### src/rtl/memboard_pkg.sv
// memboard_pkg: shared ADC sequencer state encoding and default converter constants
`timescale 1ns/1ps
package memboard_pkg;
    localparam int ADC_DATA_W   = 16;
    localparam int ADC_SCLK_DIV = 3;
    localparam int ADC_TIMEOUT  = 255;
    typedef enum logic [2:0] {IDLE, CNV, WAIT_HI, WAIT_LO, READ, STROBE, ERR} state_t;
endpackage

### src/rtl/sync2.sv
// sync2: two-flop synchroniser for a single asynchronous level, resets to 0
`timescale 1ns/1ps
module sync2 (
    input  logic clk,
    input  logic rst,
    input  logic d,
    output logic q
);
    logic m;
    always_ff @(posedge clk)
        if (rst) {q, m} <= '0;
        else {q, m} <= {m, d};
endmodule

### src/rtl/adc_conv_seq.sv
// adc_conv_seq: drives CNVST/CS/SCLK of the dual-lane serial ADC and delivers sample pairs
`timescale 1ns/1ps
module adc_conv_seq
    import memboard_pkg::*;
#(
    parameter int DATA_W   = ADC_DATA_W,
    parameter int SCLK_DIV = ADC_SCLK_DIV,
    parameter int CNV_LOW  = 4,
    parameter int TIMEOUT  = ADC_TIMEOUT,
    parameter int CNT_W    = 8
) (
    input  logic              CLK,
    input  logic              RST,
    input  logic              start,
    input  logic [CNT_W-1:0]  nsamp,
    input  logic              abort,
    output logic              ready,
    output logic [DATA_W-1:0] sample_a,
    output logic [DATA_W-1:0] sample_b,
    output logic              sample_valid,
    output logic              done,
    output logic              timeout_err,
    output logic              CNVST_ADC,
    output logic              CS_ADC,
    output logic              SCLK_ADC,
    input  logic              BUSY_ADC,
    input  logic              DOUTA_ADC,
    input  logic              DOUTB_ADC
);
    localparam int DIV_W = $clog2(SCLK_DIV);
    localparam int LOW_W = $clog2(CNV_LOW + 1);
    localparam int TO_W  = $clog2(TIMEOUT + 1);
    localparam int BIT_W = $clog2(DATA_W);
    localparam logic [DIV_W-1:0] DIV_LAST = DIV_W'(SCLK_DIV - 1);
    localparam logic [LOW_W-1:0] LOW_END  = LOW_W'(CNV_LOW);
    localparam logic [TO_W-1:0]  TO_END   = TO_W'(TIMEOUT);
    localparam logic [BIT_W-1:0] BIT_LAST = BIT_W'(DATA_W - 1);

    state_t state, state_n;
    logic busy_s, accept, tick, rise, last, fin;
    logic cnvst_n, cs_n, sclk_n, abort_l;
    logic [LOW_W-1:0] cnt;
    logic [TO_W-1:0] tcnt;
    logic [DIV_W-1:0] div;
    logic [BIT_W-1:0] bcnt;
    logic [DATA_W-1:0] sh_a, sh_b;
    logic [CNT_W-1:0] rem;

    sync2 u_busy (.clk(CLK), .rst(RST), .d(BUSY_ADC), .q(busy_s));

    assign ready  = state == IDLE && !done;
    assign accept = start && ready;

    always_comb begin
        tick    = div == DIV_LAST;
        rise    = state == READ && tick && !SCLK_ADC;
        last    = rise && bcnt == BIT_LAST;
        fin     = rem == CNT_W'(1) || abort_l || abort;
        state_n = state;
        case (state)
            IDLE:    state_n = accept ? CNV : IDLE;
            CNV:     state_n = cnt == LOW_END ? WAIT_HI : CNV;
            WAIT_HI: state_n = busy_s ? WAIT_LO : tcnt == TO_END ? ERR : WAIT_HI;
            WAIT_LO: state_n = !busy_s ? READ : tcnt == TO_END ? ERR : WAIT_LO;
            READ:    state_n = last ? STROBE : READ;
            STROBE:  state_n = fin ? IDLE : CNV;
            default: state_n = IDLE;
        endcase
        // pin next-values: CNVST low one edge after entering CNV, SCLK parks high outside READ
        cnvst_n = !(state == CNV && cnt != LOW_END);
        cs_n    = state_n != READ;
        sclk_n  = state != READ || (tick ? !SCLK_ADC : SCLK_ADC);
    end

    always_ff @(posedge CLK)
        if (RST) state <= IDLE;
        else state <= state_n;

    always_ff @(posedge CLK) begin
        if (RST) begin
            {CNVST_ADC, CS_ADC, SCLK_ADC} <= '1;
            {sample_valid, done, timeout_err, abort_l} <= '0;
            sample_a <= '0;
            sample_b <= '0;
            sh_a <= '0;
            sh_b <= '0;
            cnt <= '0;
            tcnt <= '0;
            div <= '0;
            bcnt <= '0;
            rem <= '0;
        end else begin
            CNVST_ADC <= cnvst_n;
            CS_ADC <= cs_n;
            SCLK_ADC <= sclk_n;
            cnt <= state == CNV ? cnt + 1'b1 : '0;
            tcnt <= (state == WAIT_HI || state == WAIT_LO) ? tcnt + 1'b1 : '0;
            div <= (state == READ && !tick) ? div + 1'b1 : '0;
            if (rise) begin
                bcnt <= bcnt + 1'b1;
                sh_a <= {sh_a[DATA_W-2:0], DOUTA_ADC};
                sh_b <= {sh_b[DATA_W-2:0], DOUTB_ADC};
            end else if (state != READ) bcnt <= '0;
            sample_valid <= state == STROBE;
            done <= (state == STROBE && fin) || state == ERR;
            abort_l <= state != IDLE && (abort_l || abort);
            if (state == STROBE) begin
                sample_a <= sh_a;
                sample_b <= sh_b;
            end
            if (accept) rem <= nsamp == '0 ? CNT_W'(1) : nsamp;
            else if (state == STROBE) rem <= rem - 1'b1;
            if (accept) timeout_err <= 1'b0;
            else if (state == ERR) timeout_err <= 1'b1;
        end
    end
endmodule

### config.mk
export PLATFORM = sky130hd
export DESIGN_NAME = adc_conv_seq
export DESIGN_NICKNAME = d
export VERILOG_FILES = /design/src/rtl/memboard_pkg.sv /design/src/rtl/sync2.sv /design/src/rtl/adc_conv_seq.sv
export SDC_FILE = /design/constraint.sdc
export NUM_CORES = 1
export LEC_CHECK = 0
export ABC_AREA = 1
export ABC_CLOCK_PERIOD_IN_PS = 1300
export CORE_MARGIN = 5
export CORE_UTILIZATION = 49
export CTS_CLUSTER_DIAMETER = 120
export DETAILED_ROUTE_END_ITERATION = 10
export GPL_TIMING_DRIVEN = 1
export PLACE_DENSITY = 0.86
export SLEW_MARGIN = 20
export SYNTH_ARGS = -nofsm -noshare
export SYNTH_HDL_FRONTEND = slang
export SYNTH_SLANG_ARGS = --single-unit
### constraint.sdc
create_clock -name CLK -period 1.3 [get_ports CLK]
set_input_delay 0.26 -clock CLK [delete_from_list [all_inputs] [get_ports CLK]]
set_output_delay 0.26 -clock CLK [all_outputs]
set_load 0.02 [all_outputs]
# Word level (Yosys, flattened, before mapping)

Cells that the tools add are included.

Bits in registers: 101
Input port bits: 15
Output and inout bits: 39
Logic and storage cells: 84

Add/sub/neg operators: 5
Equal/unequal tests: 14
Muxes and demuxes: 15
Bitwise gates (word level): 3
Reductions and logical operators: 28

Operators by type and width:

| cell                  | count |
|---|---|
| $mux W8               | 3 |
| $pmux W3 S6           | 1 |
| $eq A3 B3 Y1 const B  | 4 |
| $mux W3               | 4 |
| $logic_and A1 B1 Y1   | 9 |
| $ne A3 B3 Y1 const B  | 3 |
| $add A8 B1 Y8 const B | 1 |
| $eq A8 B1 Y1 const B  | 1 |
| $eq A8 B8 Y1 const B  | 1 |
| $logic_not A8 Y1      | 1 |
| $mux W4               | 2 |
| $reduce_or A2 Y1      | 4 |
| $sub A8 B1 Y8 const B | 1 |
| $eq A3 B2 Y1 const B  | 2 |
| $logic_or A1 B1 Y1    | 6 |
| $add A4 B1 Y4 const B | 1 |
| $eq A4 B4 Y1 const B  | 1 |
| $logic_not A1 Y1      | 4 |
| $mux W1               | 4 |
| $reduce_bool A2 Y1    | 2 |
| $add A3 B1 Y3 const B | 1 |
| $eq A3 B1 Y1 const B  | 1 |
| $logic_not A3 Y1      | 1 |
| $not A1 Y1            | 3 |
| other kinds (4)       | 4 |

# Longest topological paths before layout

Gate-level depths: netlist (run 1).

Depth in word-level cells: 7
Gate-level depth with buffers: 10
Gate-level depth less buffers: 10

# Cells and area by module

From an unflattened synthesis (run 1), not the netlist that was laid out.

Cells, all modules: 526
Area, all modules: 3,923.8 um2

Modules (own cells, without submodules):

| module       | times used | cells an instance | area an instance (um2) | seq. area each (um2) |
|---|---|---|---|---|
| adc_conv_seq | 1          | 520               | 3,868.7                | 1,981.9 |
| sync2        | 1          | 6                 | 55.1                   | 40.0 |

# Worst setup path before layout (run 1)

OpenSTA, ideal clock, no wires.

Kind: register to register
Start point: reg div[0]
End point: reg sh_a[0]
Library setup time: 0.116 ns
Arrival time: 1.223 ns
Required time: 1.184 ns
Slack: -0.039 ns
Cell stages (with the launch flop): 11
Buffers on the path: 1
Clock period less this slack: 1.339 ns
Path through: dfxtp_1 -> inv_1 -> ha_1 -> inv_1 -> nor2_1 -> inv_1 -> nor2_8 -> inv_2 -> buf_2 -> nor2_1 -> nor2_1

Cells in the longest elaborated chain, start to end: 3

Ends and longest elaborated chain:

| what                              | RTL line            | source |
|---|---|---|
| from (decl)                       | adc_conv_seq.sv:44  | `logic [DIV_W-1:0] div;` |
| from (signal assigned)            | adc_conv_seq.sv:98  | `div <= (state == READ && !tick) ? div + 1'b1 : '0;` |
| $eq A2 B2 Y1                      | adc_conv_seq.sv:55  | `tick = div == DIV_LAST;` |
| $logic_and A1 B1 Y1 (2 in series) | adc_conv_seq.sv:56  | `rise = state == READ && tick && !SCLK_ADC;` |
| to (signal assigned)              | adc_conv_seq.sv:101 | `sh_a <= {sh_a[DATA_W-2:0], DOUTA_ADC};` |
| to (decl)                         | adc_conv_seq.sv:46  | `logic [DATA_W-1:0] sh_a, sh_b;` |

No other way between the ends.
A chain may end at the register's enable or synchronous reset.

# Worst setup path after layout (run 1)

Start point: reg div[0]
End point: reg sh_a[1]

The elaborated chain is that of the path after synthesis.

==> flow_summary.json, run 1 <==
{
  "status": "complete, but fails checks",
  "violations": "negative setup slack",
  "timing.final.crit_period_ns": 1.478,
  "layout.area.seq_um2": 2033,
  "arrival_ns": 1.78,
  "worst_pin_slew_ns": 0.3671,
  "placed_area_um2": 4722,
  "synth_seq_cells": 101,
  "cts_root_buf": "clkbuf_8",
  "first_pass_iters": 5,
  "power_density_nw_per_um2": 1044,
  "seq_area_frac_synth_pct": 51.09,
  "core_area_um2": 7807,
  "die_height_um": 99.87,
  "ys_warn_count": 0,
  "area_growth_pct": 37.34,
  "syn_nets": 552,
  "max_slew_margin_pct": 75.53,
  "rsz0062_at_grt": "yes",
  "r2r-end": "sh_a[1]$_SDFFE_PP0P_",
  "grt_pass1_wl_mm": 18.28,
  "cts_max_path_buffers": 2,
  "yosys-top-cells-count": "126 x nand2_1, 103 x nor2_1, 101 x dfxtp_1",
  "drt-initial-drc-count": 268,
  "synth_area_leaders": "dfxtp_1 51%, nand2_1 12%, nor2_1 9.8%",
  "leakagePower_nw": 2.278,
  "fillerInstances": 569,
  "post-dp-hpwl_mm": 6.085,
  "yosysTopAreaCellShare_pct": 51.09,
  "drive_gt1_share_pct": 31.77,
  "ant_nets": 0,
  "skew_ns": 0.008966,
  "fin_ws_ns": -0.1777,
  "globalRouteTotalUtil_pct": 22.79,
  "layout.nets": 634,
  "hold-worst-slack_ns": 0.3522,
  "yosysMostFrequentCell": "nand2_1",
  "startpoint_type": "register",
  "overflow": 0,
  "antenna_found_initial": 0,
  "min_from": "RST",
  "min_to": "rem[4]$_SDFFE_PP0P_",
  "synthCells": 530,
  "path_clk_slew_ns": 0.10,
  "worst_setup_path_end_kind": "register",
  "hold_class": "in2reg",
  "ff2ff_setup_slack_ns": -0.18,
  "critPathRequiredTime_ns": 1.60,
  "vias_per_cell": 5.535,
  "wl_mm": 12.10,
  "drc": 0,
  "grt_max_degree": 48,
  "multi_input_area_um2": 2009,
  "io_pins": 54,
  "placedCellCount": 687,
  "htreeDepth": 3,
  "post-route-period-util_pct": 113.7,
  "clk_latency_ns": 0.37,
  "drv_cap": 0,
  "synth_area_um2": 3958,
  "critPathKind": "reg2reg",
  "initial_core_util_pct": 50.69,
  "cts_buffers": 9,
  "wire_per_inst_um": 16.82,
  "ir_drop_v": 0.0006895,
  "stdcell_area_um2": 5435,
  "setup_violations": 39,
  "antenna-diode-count": 0,
  "fmax_mhz": 676.7,
  "synth.avg_cell_area_um2": 7.467,
  "ys_async_sr_fraction_pct": 0,
  "synth-edff-count": 0,
  "rows": 32,
  "port_buffers": 53,
  "r2r-start": "div[0]$_SDFF_PP0_",
  "synthFlopType": "dfxtp_1",
  "die_w_um": 99.87,
  "cts_tree": "done",
  "ff2ff_path_depth": 10,
  "totalPowerFinal_mw": 5.672,
  "worstHoldPathCells": 4,
  "final-instance-count-excl-fill": 719,
  "drv_slew": 0,
  "grt_pass1_vias": 3938,
  "yosysUniqueCellTypes": 28,
  "vias": 3980,
  "gp_congestion": 0.8916,
  "die_area_um2": 9974,
  "crit_fanout": 8,
  "synth_area_leader_cell": "dfxtp_1",
  "clock-sinks": 101,
  "hold_violations": 0
}
[sequential cells by signal (all words and copies together), names as in the netlist, 4 cells and up]
register,count
bcnt,4
sh_a,16
rem,8
sample_b,16
sample_a,16
tcnt,8
sh_b,16
[kinds of logic after synthesis]
kind of cell / after synthesis / synth area share (%)
AOI/OAI and AO/OA: 92 / 11.76
and+or+nand+nor: 263 / 27.44
DFF: 101 / 51.09
adders and majority gates: 7 / 2.213
xor gates and xnor gates: 3 / 0.6640
buffers and inverters: 64 / 6.829
[placed cells by master, fill, tap and decap left out, types with 14 or more instances in the layout]
cell and count:
nand2_1 114, clkbuf_2 19, a21oi_1 36, dfxtp_1 94, inv_1 32, nor2_2 14, buf_4 22, nor2_4 14
o21ai_2 22, nor2_1 76
[how the worst max path moves through the flow]
stage / startpoint / end / slack [ns] / cells past startpoint
after detailed placement: state[0]$_SDFF_PP0_ / ready / -0.14 / 4
after floorplan: div[0]$_SDFF_PP0_ / sh_a[0]$_SDFFE_PP0P_ / 0.02 / 10
final: div[0]$_SDFF_PP0_ / sh_a[1]$_SDFFE_PP0P_ / -0.18 / 10
after global routing: div[0]$_SDFF_PP0_ / sh_a[1]$_SDFFE_PP0P_ / -0.22 / 10
after CTS: div[0]$_SDFF_PP0_ / sh_b[14]$_SDFFE_PP0P_ / -0.20 / 11
after global placement: state[0]$_SDFF_PP0_ / ready / -0.14 / 4
[metrics by stage]
step	setup WS, ns	TNS (ns)	utilization [%]
floorplan	0.02321	0	-
global route	-0.2226	-5.610	69.62
finish	-0.1777	-3.008	69.62
detailed placement	-0.1378	-6.005	60.48
global placement	-0.1358	-4.326	60.48
CTS	-0.2042	-4.394	69.26
[layout make-up]
cell class / count / share of cell area (%)
Sequential cell: 101 / 37.41
Clock inverter: 6 / 1.381
Inverter: 41 / 3.154
Clock buffer: 10 / 2.532
Tap cell: 102 / 2.348
Timing Repair Buffer: 94 / 16.21
Multi-Input combinational cell: 365 / 36.97
[layer usage]
metal	global-route usage [%]	vias to the layer above	share of wire [%]	wire, um
met2	40.17	220	51	6187
met3	5.768	65	7.1	857
li1	-	1844	-	-
met5	0	-	0	0
met1	25.08	1851	36	4390
met4	12.08	0	5.5	661
[power breakdown]
group | total [mW] | switching [mW] | leakage [nW] | internal, mW
sequential | 3.14 | 0.0250 | 0.819 | 3.12
combinational | 0.350 | 0.206 | 1.35 | 0.144
clock | 2.18 | 1.20 | 0.106 | 0.978
total | 5.67 | 1.43 | 2.28 | 4.24
[worst max-delay path, stage by stage, from the launching register on]
cell	delay (ns)
dfxtp_2	0.34
inv_2	0.06
ha_4	0.13
inv_4	0.04
nor2_4	0.09
inv_2	0.07
nor2_8	0.15
buf_6	0.16
buf_8	0.15
o21ai_2	0.06
nor2_1	0.16
[what timing repair did]
action / CTS / global route
endpoints found under the setup margin: 113 / 111
setup buffers: 11 / 5
hold buffers: 0 / 0
resized for setup: 188 / 107
pin swaps: 27 / 39
hold endpoints to repair: 0 / 0
gates cloned: 5 / 1
Power figures use the tool's default switching activity.
==> run 2, diff against run 1 <==
GPL_TIMING_DRIVEN = 0   (was 1)
==> flow_summary.json, run 2 (synthesis results as in run 1) <==
{
  "initial_core_util_pct": 50.69,
  "power_density_nw_per_um2": 1004,
  "drv_cap": 0,
  "clk_latency_ns": 0.38,
  "drt-initial-drc-count": 236,
  "top_layer": "met4",
  "htreeDepth": 3,
  "violations": "negative setup slack",
  "globalRouteTotalUtil_pct": 22.19,
  "cts_root_buf": "clkbuf_8",
  "antenna_found_initial": 0,
  "layout.nets": 638,
  "hold_class": "reg2reg",
  "ir_drop_v": 0.0006192,
  "path_clk_slew_ns": 0.09,
  "crit_fanout": 5,
  "cts_buffers": 9,
  "grt_max_degree": 16,
  "dp_slack_ns": -0.5623,
  "final_cell_mix": "121 x nand2_1, 94 x dfxtp_1, 66 x nor2_1",
  "ant_nets": 0,
  "wire_per_inst_um": 17.02,
  "die_height_um": 99.87,
  "arrival_ns": 1.83,
  "io_pins": 54,
  "drv_slew": 0,
  "overflow": 0,
  "drc": 0,
  "vias": 3995,
  "leakagePower_nw": 2.219,
  "vias_per_cell": 5.533,
  "die_area_um2": 9974,
  "critPathKind": "reg2reg",
  "fin_ws_ns": -0.2346,
  "post-route-period-util_pct": 118.0,
  "wl_met2_mm": 6.286,
  "critPathRequiredTime_ns": 1.60,
  "totalPowerFinal_mw": 5.399,
  "drt-met1-wl_mm": 4.686,
  "core_area_um2": 7807,
  "cts_max_path_buffers": 2,
  "fmax_mhz": 651.6,
  "placedCellCount": 685,
  "wl_mm": 12.29,
  "post-dp-hpwl_mm": 6.369,
  "layout.area.seq_um2": 2036,
  "hold_violations": 0,
  "fillerInstances": 553,
  "setup_tns_ns": -6.249,
  "timing.final.crit_period_ns": 1.535,
  "rsz0062_at_grt": "yes",
  "hold-worst-slack_ns": 0.4163,
  "cts_tree": "done",
  "first_pass_iters": 7,
  "grt_pass1_vias": 3909,
  "layout_commonest_cell": "nand2_1",
  "antenna-diode-count": 0,
  "drive_gt1_share_pct": 28.87,
  "rows": 32,
  "worst_setup_path_end_kind": "register",
  "skew_ns": 0.01899,
  "grt_pass1_wl_mm": 17.82,
  "port_buffers": 53,
  "die_w_um": 99.87,
  "startpoint_type": "register",
  "area_growth_pct": 35.82,
  "status": "complete, but fails checks",
  "multi_input_area_um2": 2012,
  "clock-sinks": 101,
  "setup_violations": 46,
  "gp_congestion": 0.8979,
  "dr_wl_met3_um": 772,
  "final-instance-count-excl-fill": 722,
  "hold_buffers": 0,
  "worst_pin_slew_ns": 0.5515,
  "max_slew_margin_pct": 63.23
}
[run 2: changes by cell type in the layout (fill, tap and decap cells not counted), moves of 7 or more]
cell      change
nor2_4       +11
buf_6         +9
buf_4        -12
nor2_1       -10
nand2_1       +7
clkbuf_2     +12
buf_2         -8
nand2_2       -9
[run 2: cell type report]
| class | instances | area share (%) |
|---|---|---|
| buffer | 23 | 3.771 |
| clock buffer | 12 | 3.073 |
| clock inverter | 3 | 0.3492 |
| inverter | 41 | 3.096 |
| multi-input combinational | 365 | 37.43 |
| sequential | 101 | 37.87 |
| tap | 102 | 2.374 |
| timing repair buffer | 74 | 11.82 |
| timing repair inverter | 1 | 0.2095 |
[run 2: through the flow]
step | utilization, % | cell area, um2
4_1_cts | 66.86 | 5220
2_1_floorplan | - | 3960
3_5_place_dp | 59.15 | 4618
5_1_grt | 68.85 | 5375
6_report | 68.85 | 5375
3_3_place_gp | 59.15 | 4618
[run 2: where the power goes]
group          switching, mW  internal [mW]
Combinational          0.189          0.124
Clock                   1.10          0.846
Sequential            0.0264           3.12
Total                   1.31           4.09
[run 2: per-layer routing]
| layer | global-route usage, % | vias to the layer above |
|---|---|---|
| met5 | 0 | - |
| met4 | 11.13 | 0 |
| met3 | 5.281 | 53 |
| met2 | 38.84 | 192 |
| met1 | 25.12 | 1898 |
| li1 | - | 1852 |
[run 2: final timing paths]
kind | slack, ns | startpoint | cells after the start | endpoint
max | -0.23 | state[0]$_SDFF_PP0_ | 9 | sh_a[4]$_SDFFE_PP0P_
max reg2reg | -0.23 | state[0]$_SDFF_PP0_ | 9 | sh_a[4]$_SDFFE_PP0P_
min reg2reg | 0.42 | tcnt[0]$_SDFF_PP0_ | 1 | tcnt[0]$_SDFF_PP0_
min | 0.42 | tcnt[0]$_SDFF_PP0_ | 1 | tcnt[0]$_SDFF_PP0_
[run 2: what timing repair did]
action	in CTS	in global routing
buffers inserted	12	2
pin swaps	24	21
cloned	6	2
resized for setup	194	114
hold endpoints to repair	0	0
endpoints found under the setup margin	118	114
[run 2: critical path, cell delays in order (launching register included)]
cell,delay (ns)
dfxtp_2,0.36
nor2_4,0.15
buf_6,0.12
nand2_4,0.08
nor2_8,0.19
buf_4,0.14
buf_6,0.09
buf_6,0.12
o21ai_2,0.06
nor2_1,0.15
==> run 3, diff against run 2 <==
CORE_UTILIZATION = 51   (was 49)
CTS_BUF_LIST = sky130_fd_sc_hd__clkbuf_2   (was not set)
PLACE_DENSITY = 0.89   (was 0.86)
REMOVE_ABC_BUFFERS = 1   (was not set)
SLEW_MARGIN = not set   (was 20)
==> flow_summary.json, run 3 (synthesis results as in run 1) <==
{
  "critPathKind": "reg2out",
  "stdcell_area_um2": 6148,
  "leakagePower_nw": 2.600,
  "arrival_ns": 1.42,
  "initial_core_util_pct": 51.75,
  "wire_per_inst_um": 21.78,
  "worst_pin_slew_ns": 0.5926,
  "drive_gt1_share_pct": 46.20,
  "placed_area_um2": 4494,
  "io_pins": 54,
  "drv_cap": 0,
  "fillerInstances": 388,
  "area_growth_pct": 55.36,
  "cts_tree": "done",
  "core_area_um2": 7647,
  "ff2ff_path_depth": 9,
  "ant_nets": 0,
  "die_height_um": 98.09,
  "ir_drop_v": 0.0006667,
  "hold_class": "in2reg",
  "path_clk_slew_ns": 0.32,
  "antenna-diode-count": 0,
  "rsz0062_at_grt": "yes",
  "grt_max_degree": 50,
  "fin_ws_ns": -0.3833,
  "drt-initial-drc-count": 489,
  "fmax_mhz": 594.1,
  "overflow": 0,
  "fin_util_pct": 80.40,
  "drc": 0,
  "final_cell_mix": "91 x nand2_1, 70 x nor2_1, 54 x dfxtp_1",
  "die_area_um2": 9622,
  "crit_fanout": 4,
  "worstHoldPathCells": 2,
  "ff2ff_setup_slack_ns": -0.35,
  "antenna_found_initial": 0,
  "rows": 32,
  "power_density_nw_per_um2": 820.4,
  "final-instance-count-excl-fill": 747,
  "vias": 4535,
  "hold-worst-slack_ns": 0.08248,
  "clk_latency_ns": 0.61,
  "layout.nets": 662,
  "port_buffers": 53,
  "setup_violations": 126,
  "placedCellCount": 662,
  "htreeDepth": 3,
  "grt_pass1_vias": 3719,
  "skew_ns": 0.03370,
  "post-route-period-util_pct": 129.5,
  "cts_max_path_buffers": 2,
  "multi_input_area_um2": 2288,
  "critPathRequiredTime_ns": 1.04,
  "setup_tns_ns": -22.09,
  "cts_buffers": 9,
  "worst_setup_path_end_kind": "output pin",
  "drv_slew": 0,
  "violations": "negative setup slack",
  "clock-sinks": 101,
  "startpoint_type": "register",
  "hold_violations": 0,
  "layout.area.seq_um2": 2091,
  "post-dp-hpwl_mm": 5.316,
  "die_w_um": 98.09,
  "globalRouteTotalUtil_pct": 21.85,
  "gp_congestion": 0.8931,
  "first_pass_iters": 7,
  "timing.final.crit_period_ns": 1.683,
  "cts_root_buf": "clkbuf_2",
  "grt_pass1_wl_mm": 17.33,
  "wl_mm": 16.27,
  "vias_per_cell": 6.071,
  "layout_commonest_cell": "nand2_1",
  "max_slew_margin_pct": 60.49,
  "status": "complete, but fails checks"
}
==> run 3: final cells by class <==
type,instances,area share [%]
clock inverter,7,0.8751
inverter,41,3.378
tap,102,2.076
sequential,101,34.00
timing repair inverter,10,2.401
multi-input combinational,372,37.22
timing repair buffer,105,19.31
clock buffer,9,0.7326
==> run 3: worst max-delay path, stage by stage (launching register included) <==
cell and delay (ns):
dfxtp_4 0.42, inv_2 0.11, nand2_2 0.09, nor2_2 0.07, buf_4 0.14
==> run 3: path summary, 6_finish.rpt <==
check,startpoint,to
setup / recovery,state[2]$_SDFF_PP0_,ready
hold / removal,RST,sample_b[12]$_SDFFE_PP0P_
setup reg to reg,state[2]$_SDFF_PP0_,sh_a[5]$_SDFFE_PP0P_
hold reg to reg,u_busy.m$_SDFF_PP0_,u_busy.q$_SDFF_PP0_
==> run 3: through the flow <==
step | worst slack, ns | power [mW]
final | -0.3833 | 5.044
after global routing | -0.4012 | 5.180
after CTS | -0.3326 | 4.861
after detailed placement | -1.177 | 3.484
after global placement | -2.458 | 3.476
after floorplan | -0.5128 | 3.367
==> run 3: power breakdown <==
group	internal (mW)	switching, mW	total, mW
Clock	0.275	1.19	1.46
Sequential	3.13	0.0302	3.16
Combinational	0.166	0.254	0.421
==> run 3: what timing repair did <==
action                     CTS  global route
hold buffers                 0             0
setup endpoints to repair  133           128
cloned                       6            13
pin swaps                    7            50
setup buffers               21            29
resized for setup          314           202
==> run 3: routing by layer <==
metal,vias to the layer above,track usage [%],wire (um)
met5,-,0,0
met4,0,8.946,1180
met3,126,4.143,1631
met2,370,36.91,7954
met1,2123,27.39,5502
li1,1916,-,-
